## src/rtl/acc_i2c_arb.sv

```systemverilog
// -----------------------------------------------------------------------------
// acc_i2c_arb
//
// Arbiter for the single accelerometer I2C bus shared by NUM_REQ requesters
// (index 0 = IRQ-driven sample reader, index 1 = APB register-access engine).
// Runs in the aclk domain between the requester engines and the I2C pads.
//
//   - Fixed priority (lower index wins) with an anti-starvation override:
//     a requester that has lost MAX_DEFER or more contested grants is
//     chosen ahead of plain priority.
//   - A bus-free guard interval of GUARD_CYCLES clocks follows every owner.
//   - A grant held for TIMEOUT_CYCLES clocks is revoked; the offender is
//     locked out until it drops its request for at least one cycle.
//   - The owner's SCL/SDA drive is muxed onto the pads; with no owner the
//     pads idle high.
//
// Ports
//   clk           in   arbiter clock (aclk)
//   rstb          in   asynchronous active-low reset
//   req           in   [NUM_REQ] level requests, held for the whole ownership
//   grant         out  [NUM_REQ] registered one-hot grant
//   req_scl       in   [NUM_REQ] per-requester SCL drive
//   req_sda_o     in   [NUM_REQ] per-requester SDA drive
//   req_sda_i     out  [NUM_REQ] per-requester SDA sense (1 for non-owners)
//   i2c_scl       out  SCL to pad
//   i2c_sda_o     out  SDA drive to pad
//   i2c_sda_i     in   SDA from pad
//   owner         out  [3] index of current grantee, valid while busy=1
//   busy          out  1 in GRANT or GUARD
//   timeout_flag  out  sticky, set on a forced revoke
//   timeout_clr   in   synchronous clear of timeout_flag (a set wins)
//   timeout_src   out  [3] index of the requester revoked last
//   o_dbg_state   out  [2] FSM state (0 IDLE, 1 GRANT, 2 GUARD)
//
// Handshake: req is a level. A requester raises req and keeps it high; the
// arbiter answers with grant one edge after it evaluates req in IDLE. The
// requester owns the bus for every cycle grant is high. Dropping req ends the
// ownership: grant falls on the next edge and the guard interval starts.
// -----------------------------------------------------------------------------
module acc_i2c_arb #(
    parameter int NUM_REQ        = 2,
    parameter int GUARD_CYCLES   = 4,
    parameter int TIMEOUT_CYCLES = 4096,
    parameter int MAX_DEFER      = 3
) (
    input  logic               clk,
    input  logic               rstb,
    input  logic [NUM_REQ-1:0] req,
    output logic [NUM_REQ-1:0] grant,
    input  logic [NUM_REQ-1:0] req_scl,
    input  logic [NUM_REQ-1:0] req_sda_o,
    output logic [NUM_REQ-1:0] req_sda_i,
    output logic               i2c_scl,
    output logic               i2c_sda_o,
    input  logic               i2c_sda_i,
    output logic [2:0]         owner,
    output logic               busy,
    output logic               timeout_flag,
    input  logic               timeout_clr,
    output logic [2:0]         timeout_src,
    output logic [1:0]         o_dbg_state
);

    typedef enum logic [1:0] {
        ST_IDLE  = 2'd0,
        ST_GRANT = 2'd1,
        ST_GUARD = 2'd2
    } state_t;

    // ------------------------------------------------------------------
    // State
    // ------------------------------------------------------------------
    state_t                   r_state;
    logic [NUM_REQ-1:0]       r_grant;
    logic [2:0]               r_owner;
    logic                     r_busy;
    logic                     r_tflag;
    logic [2:0]               r_tsrc;
    logic [NUM_REQ-1:0]       r_lock;
    logic [NUM_REQ-1:0][3:0]  r_defer;
    logic [15:0]              r_hold_cnt;
    logic [7:0]               r_guard_cnt;

    // ------------------------------------------------------------------
    // Winner selection and grant-phase decode
    // ------------------------------------------------------------------
    logic [NUM_REQ-1:0] w_elig;
    logic [NUM_REQ-1:0] w_win_oh;
    logic               w_any_elig;
    logic               w_forced_hit;
    logic               w_low_hit;
    logic [2:0]         w_forced_idx;
    logic [2:0]         w_low_idx;
    logic [2:0]         w_win_idx;
    logic               w_owner_req;
    logic               w_timeout_hit;
    logic               w_guard_done;
    logic               w_any_grant;

    always_comb begin
        w_elig       = req & ~r_lock;
        w_any_elig   = |w_elig;
        w_forced_hit = 1'b0;
        w_forced_idx = 3'd0;
        w_low_hit    = 1'b0;
        w_low_idx    = 3'd0;
        // Ascending scan: the first hit in each category is the lowest index.
        for (int j = 0; j < NUM_REQ; j++) begin
            if (w_elig[j] && !w_low_hit) begin
                w_low_hit = 1'b1;
                w_low_idx = 3'(j);
            end
            if (w_elig[j] && (r_defer[j] >= 4'(MAX_DEFER)) && !w_forced_hit) begin
                w_forced_hit = 1'b1;
                w_forced_idx = 3'(j);
            end
        end
        // A starved requester overrides plain priority.
        w_win_idx = w_forced_hit ? w_forced_idx : w_low_idx;
        w_win_oh  = '0;
        for (int j = 0; j < NUM_REQ; j++) begin
            w_win_oh[j] = (3'(j) == w_win_idx);
        end
        // grant is one-hot, so masking req with it reads the owner's request.
        w_owner_req   = |(r_grant & req);
        w_timeout_hit = (r_hold_cnt == 16'(TIMEOUT_CYCLES - 1));
        w_guard_done  = (r_guard_cnt == 8'(GUARD_CYCLES - 1));
    end

    // ------------------------------------------------------------------
    // Arbitration FSM with registered outputs
    // ------------------------------------------------------------------
    always_ff @(posedge clk or negedge rstb) begin
        if (!rstb) begin
            r_state     <= ST_IDLE;
            r_grant     <= '0;
            r_owner     <= 3'd0;
            r_busy      <= 1'b0;
            r_tflag     <= 1'b0;
            r_tsrc      <= 3'd0;
            r_lock      <= '0;
            r_defer     <= '0;
            r_hold_cnt  <= 16'd0;
            r_guard_cnt <= 8'd0;
        end else begin
            // Any cycle with req low lifts that requester's lockout.
            r_lock <= r_lock & req;

            // The clear sits ahead of the FSM so a same-cycle set wins.
            if (timeout_clr) begin
                r_tflag <= 1'b0;
            end

            case (r_state)
                ST_IDLE: begin
                    if (w_any_elig) begin
                        r_state    <= ST_GRANT;
                        r_grant    <= w_win_oh;
                        r_owner    <= w_win_idx;
                        r_busy     <= 1'b1;
                        r_hold_cnt <= 16'd0;
                        // Every eligible loser records one more lost contest.
                        for (int j = 0; j < NUM_REQ; j++) begin
                            if (w_win_oh[j]) begin
                                r_defer[j] <= 4'd0;
                            end else if (w_elig[j] && (r_defer[j] != 4'hF)) begin
                                r_defer[j] <= r_defer[j] + 4'd1;
                            end
                        end
                    end
                end

                ST_GRANT: begin
                    // Release is tested first: a drop on the last allowed
                    // cycle is an orderly release, not a timeout.
                    if (!w_owner_req) begin
                        r_state     <= ST_GUARD;
                        r_grant     <= '0;
                        r_guard_cnt <= 8'd0;
                    end else if (w_timeout_hit) begin
                        r_state     <= ST_GUARD;
                        r_grant     <= '0;
                        r_guard_cnt <= 8'd0;
                        r_tflag     <= 1'b1;
                        r_tsrc      <= r_owner;
                        // Owner's req is high here, so the lock sticks.
                        r_lock      <= (r_lock & req) | r_grant;
                    end else begin
                        r_hold_cnt <= r_hold_cnt + 16'd1;
                    end
                end

                ST_GUARD: begin
                    // Requests raised here simply wait; IDLE evaluates them.
                    if (w_guard_done) begin
                        r_state <= ST_IDLE;
                        r_busy  <= 1'b0;
                    end else begin
                        r_guard_cnt <= r_guard_cnt + 8'd1;
                    end
                end

                default: begin
                    r_state <= ST_IDLE;
                    r_grant <= '0;
                    r_busy  <= 1'b0;
                end
            endcase
        end
    end

    // ------------------------------------------------------------------
    // Pad mux, combinational from the registered grant so an asynchronous
    // reset returns the pads to idle-high without waiting for a clock.
    // ------------------------------------------------------------------
    assign w_any_grant = |r_grant;
    assign i2c_scl     = w_any_grant ? |(r_grant & req_scl)   : 1'b1;
    assign i2c_sda_o   = w_any_grant ? |(r_grant & req_sda_o) : 1'b1;
    // Only the owner senses the pad; everyone else sees a released line.
    assign req_sda_i   = ~r_grant | {NUM_REQ{i2c_sda_i}};

    assign grant        = r_grant;
    assign owner        = r_owner;
    assign busy         = r_busy;
    assign timeout_flag = r_tflag;
    assign timeout_src  = r_tsrc;
    assign o_dbg_state  = r_state;

endmodule

```

## config.mk

```make
export PLATFORM = sky130hd
export DESIGN_NAME = acc_i2c_arb
export DESIGN_NICKNAME = d
export VERILOG_FILES = /design/src/rtl/acc_i2c_arb.sv
export SDC_FILE = /design/constraint.sdc
export NUM_CORES = 1
export LEC_CHECK = 0
export BUFFER_PORTS_ARGS = -buffer_cell sky130_fd_sc_hd__buf_4
export CELL_PAD_IN_SITES_DETAIL_PLACEMENT = 0
export CELL_PAD_IN_SITES_GLOBAL_PLACEMENT = 1
export CORE_ASPECT_RATIO = 1.1
export CORE_MARGIN = 2
export CORE_UTILIZATION = 41
export CTS_CLUSTER_SIZE = 16
export DETAILED_ROUTE_END_ITERATION = 6
export GPL_TIMING_DRIVEN = 0
export PLACE_DENSITY_LB_ADDON = 0.1
export SYNTH_ARGS = -nofsm -noshare
export SYNTH_HDL_FRONTEND = slang
export SYNTH_SLANG_ARGS = --single-unit
```

## constraint.sdc

```tcl
create_clock -name clk -period 2.09 [get_ports clk]
set_input_delay 0.209 -clock clk [delete_from_list [all_inputs] [get_ports clk]]
set_output_delay 0.209 -clock clk [all_outputs]
set_load 0.02 [all_outputs]
```

After elaboration in Yosys (flattened, before gate mapping)
Index checks and enable logic that the tools add are counted.
Storage, ports and cells
  register bits: 46
  output and inout port bits: 16
  logic and storage cells: 108
Cells by class
  $add $sub $neg: 4
  $lt $le $gt $ge: 2
  equality and inequality tests: 13
  muxes and demuxes: 39
  bitwise logic cells: 11
  reductions and logical operators: 28
Operators with widths (number)
  $mux 16: 3
  $pmux 16 s2: 1
  $mux 8: 3
  $reduce_and 3->1: 7
  $mux 2: 10
  $add 16x1->16 const B: 1
  $eq 16x12->1 const B: 1
  $mux 4: 4
  $pmux 8 s2: 1
  $mux 1: 13
  $pmux 2 s3: 2
  $and 2x2->2: 5
  $ne 2x2->1 const B: 5
  $reduce_or 2->1: 5
  $add 4x1->4 const B: 2
  $add 8x1->8 const B: 1
  $eq 8x2->1 const B: 1
  $ge 4x2->1 const B: 2
  $ne 4x4->1 const B: 2
  $reduce_bool 2->1: 4
  $logic_and 1x1->1: 6
  $not 2->2: 2
  $or 2x2->2: 2
  $reduce_and 4->1: 1
  other kinds (11): 13

Longest topological paths before layout
  word-level depth: 11
  gate-level depth with buffers: 6
  gate-level depth less buffers: 5

Least setup slack after synthesis
No wires, ideal clock.
  kind: flip-flop to flip-flop
  start point: reg r_hold_cnt[13]
  end point: reg r_guard_cnt[0]
  library setup time: 0.126 ns
  data arrival time: 1.883 ns
  slack: 0.081 ns
  cell stages (with the launch flop): 6
  buffers on the path: 1
  clock period less this slack: 2.009 ns
  cells stage by stage: dfrtp_1 or4_4 or4_1 buf_2 a22oi_2 a21oi_1
On the way
  cells in the longest elaborated chain, start to end: 3
RTL lines
  from (decl): line 81  | logic [15:0] r_hold_cnt;
  from (signal assigned): line 189  | r_hold_cnt <= r_hold_cnt + 16'd1;
  $eq 16x12->1: line 126  | w_timeout_hit = (r_hold_cnt == 16'(TIMEOUT_CYCLES - 1));
  $ne 3x3->1 (no line)
  $reduce_and 3->1 (no line)
  to (signal assigned): line 199  | r_guard_cnt <= r_guard_cnt + 8'd1;
  to (decl): line 82  | logic [7:0] r_guard_cnt;
Every way passes these cells.
A chain may end at the register's enable or synchronous reset.

Worst setup path in the final report
  start point: reg r_hold_cnt[15]
  end point: reg r_grant[1] (netlist: grant[1])
On the way
  cells in the longest elaborated chain, start to end: 3
RTL lines
  $eq 16x12->1: line 126
  $ne 3x3->1 (no line)
  $reduce_and 3->1 (no line)
  to (signal assigned): line 158  | r_grant <= w_win_oh;
  to (decl): line 74  | logic [NUM_REQ-1:0] r_grant;
Every way passes these cells.

==> results.json <==
{
  "min_to": "r_lock[0]$_DFF_PN0_",
  "holdWs_ns": 0.168,
  "worstPathRequired_ns": 2.27,
  "end_kind": "register",
  "drt_iter0_markers": 101,
  "worstPathCellList": "or4_4 -> buf_4 -> nor4_4 -> buf_4 -> nor2_1 -> a221o_1",
  "area_growth_pct": 23.3,
  "hold_violations": 0,
  "start_kind": "register",
  "async_flop_share": 1.00,
  "cts_tree": "built",
  "synth-simple-area-share": 0.234,
  "grt_pass1_wl_um": 8950,
  "htree_levels": 2,
  "fillers": 531,
  "cp_slowest_cell": "or4_4",
  "power_uw": 2850,
  "firstDrtPassIters": 4,
  "hold_path_depth": 2,
  "routedWlPerCell_um": 15.4,
  "clk_pin_slew_ns": 0.08,
  "muxShareOfSynthArea": 0.0396,
  "synthCells": 237,
  "io_pins": 26,
  "dpl.hpwl_um": 3730,
  "die-area_mm2": 0.00624,
  "initial_core_util": 0.427,
  "final_cell_mix": "40 x dfrtp_1, 39 x buf_4, 20 x nand2_1",
  "hold_class": "in2reg",
  "tightest_slew_ns": 0.550,
  "clk-insertion-delay-late_ns": 0.30,
  "core_area_mm2": 0.00540,
  "grt_overflow": 0,
  "antenna_left": 0,
  "finalCritPeriodShare": 0.998,
  "cpPeakStageDelay_ns": 0.55,
  "io_buffer_count": 21,
  "r2r-start": "r_hold_cnt[15]$_DFFE_PN0P_",
  "worstHoldStart": "req[0]",
  "ir_drop_mv": 0.526,
  "vias": 1956,
  "gp_congestion": 0.784,
  "drc": 0,
  "clock.fmax_ghz": 0.480,
  "setup_viol": 0,
  "ys.flop_type": "dfrtp_1",
  "crit_top_cell": "buf_4",
  "drive_gt1_frac": 0.249,
  "ff2ff_setup_slack_ns": 0.005,
  "maxCapViolCount": 0,
  "wirelength_um": 5500,
  "setup_slack_ns": 0.00497,
  "layout_commonest_cell": "dfrtp_1",
  "die_w_um": 75.5,
  "synth_top_family_by_area": "simple AND/OR/NAND/NOR gates",
  "yosysUniqueCellTypes": 56,
  "detail_route.vias_per_cell": 5.49,
  "grt_max_degree": 43,
  "multi_input_area_mm2": 0.00124,
  "grt_pass1_vias": 1799,
  "fin_crit_ns": 2.09,
  "cts_buffers": 5,
  "synth.ff_latch_count": 42,
  "path_class": "reg2reg",
  "cp.arrival_ns": 2.27,
  "synth_warnings": 0,
  "post-place-ws_ns": -0.398,
  "netlist_area_mm2": 0.00231,
  "syn_avg_cell_area_um2": 9.73,
  "die_h_um": 82.7,
  "r2r-end": "grant[1]$_DFFE_PN0P_",
  "dpl_cell_area_mm2": 0.00257,
  "worstPathMaxFanout": 7,
  "final_area_mm2": 0.00284,
  "fin_util": 0.527,
  "synth_compound_area_frac": 0.195,
  "synth_adder_area_share": 0.0217,
  "rows": 28,
  "power.density_mw_per_mm2": 1000,
  "fin_nets": 294,
  "clockBufferDepth": 2,
  "slew_headroom": 0.633,
  "worst_r2r_path_depth": 6,
  "synth_edf_count": 0,
  "ys_seq_area_frac": 0.456,
  "drv_slew": 0,
  "outcome": "complete, no violations",
  "cts.sinks": 42,
  "skew_ns": 0.00878,
  "p_leak_uw": 0.00123,
  "cts_root_buffer": "clkbuf_8",
  "antenna_found_initial": 0,
  "synthXorXnorAreaFrac": 0.0114,
  "regArea_mm2": 0.00105,
  "grt_usage": 0.190,
  "insertedDiodeCount": 0,
  "grt_setup_unrepaired": "yes"
}
==> flip-flops by register name, indices dropped and copies added (netlist names) <==
signal / flops
r_lock: 2
r_defer: 8
timeout_flag: 1
o_dbg_state: 2
timeout_src: 1
busy: 1
r_guard_cnt: 8
r_hold_cnt: 16
owner: 1
grant: 2
==> worst max-delay path: cells and delay by family, from the launching register on <==
kind / cells / cell delay [ns]
simple gates: 3 / 0.88
flops: 1 / 0.40
compound gates: 1 / 0.33
buf+inv: 2 / 0.36
==> per-layer routing <==
layer  GRT usage  wire length [µm]  up-vias
met4      0.0649               102        0
met5           0                 0        -
met3      0.0376               202        9
li1            -                 -      974
met1       0.275              2680      931
met2       0.282              2510       42
==> logic make-up after synthesis <==
family | count (synthesis)
muxes | 9
buffers and inverters | 21
and+or+nand+nor | 93
adders and majority gates | 4
DFF | 42
other | 1
xor gates and xnor gates | 3
AOI/OAI and AO/OA | 64
==> cell type report <==
type                       instances  area share
tap                               75      0.0330
sequential                        42       0.370
clock buffer                       7      0.0304
inverter                           7     0.00924
multi-input combinational        177       0.435
clock inverter                     1     0.00176
timing repair buffer              36      0.0959
buffer                            11      0.0242
==> power by group <==
part | leakage (µW) | internal [µW] | total, µW | switching (µW)
combinational | 0.000620 | 459 | 1160 | 704
clock | 0.0000482 | 267 | 551 | 284
sequential | 0.000563 | 965 | 1140 | 170
total | 0.00123 | 1690 | 2850 | 1160
==> how the worst max path moves through the flow <==
stage | start | endpoint | slack [ns] | depth (start not counted)
finish | r_hold_cnt[15]$_DFFE_PN0P_ | grant[1]$_DFFE_PN0P_ | 0.005 | 6
global route | r_hold_cnt[15]$_DFFE_PN0P_ | grant[1]$_DFFE_PN0P_ | -0.06 | 6
CTS | r_hold_cnt[15]$_DFFE_PN0P_ | r_guard_cnt[6]$_DFFE_PN0P_ | 0.003 | 5
detailed placement | o_dbg_state[0]$_DFFE_PN0P_ | r_defer[3]$_DFFE_PN0P_ | -0.40 | 4
global placement | o_dbg_state[0]$_DFFE_PN0P_ | busy$_DFFE_PN0P_ | -0.34 | 5
floorplan | r_hold_cnt[13]$_DFFE_PN0P_ | r_guard_cnt[0]$_DFFE_PN0P_ | 0.08 | 5
==> what timing repair did <==
| item | in CTS | in global routing |
|---|---|---|
| pin swaps | 4 | 8 |
| hold buffers | 1 | 0 |
| endpoints found under the setup margin | 32 | 24 |
| hold endpoints to repair | 42 | 0 |
| setup buffers | 4 | 10 |
| gates resized for setup | 8 | 19 |
==> synthesized netlist by cell type, types with 3 or more instances <==
cell	n	area (µm²)
nand2_1	21	78.8
mux2i_1	8	80.1
nor3_1	4	20.0
a22oi_1	3	22.5
a21o_1	4	30.0
a22o_1	5	43.8
or3_1	3	18.8
or4_1	4	30.0
o22ai_1	3	18.8
nor4_1	5	31.3
clkbuf_1	9	33.8
a21oi_1	15	75.1
inv_1	7	26.3
nand2b_1	10	62.6
nor2b_1	4	25.0
and4_1	4	35.0
nor2_1	10	37.5
o31ai_1	6	45.0
buf_4	4	30.0
o21ai_0	6	30.0
dfrtp_1	42	1050
nand4_1	6	37.5
ha_1	4	50.1
nand3_1	11	55.1
==> through the flow <==
step / TNS (ns) / std cells
2_1_floorplan: 0 / 240
3_3_place_gp: -5.36 / 336
3_5_place_dp: -5.24 / 336
4_1_cts: 0 / 346
5_1_grt: -0.0565 / 356
6_report: 0 / 356
Power figures use the tool's default switching activity.
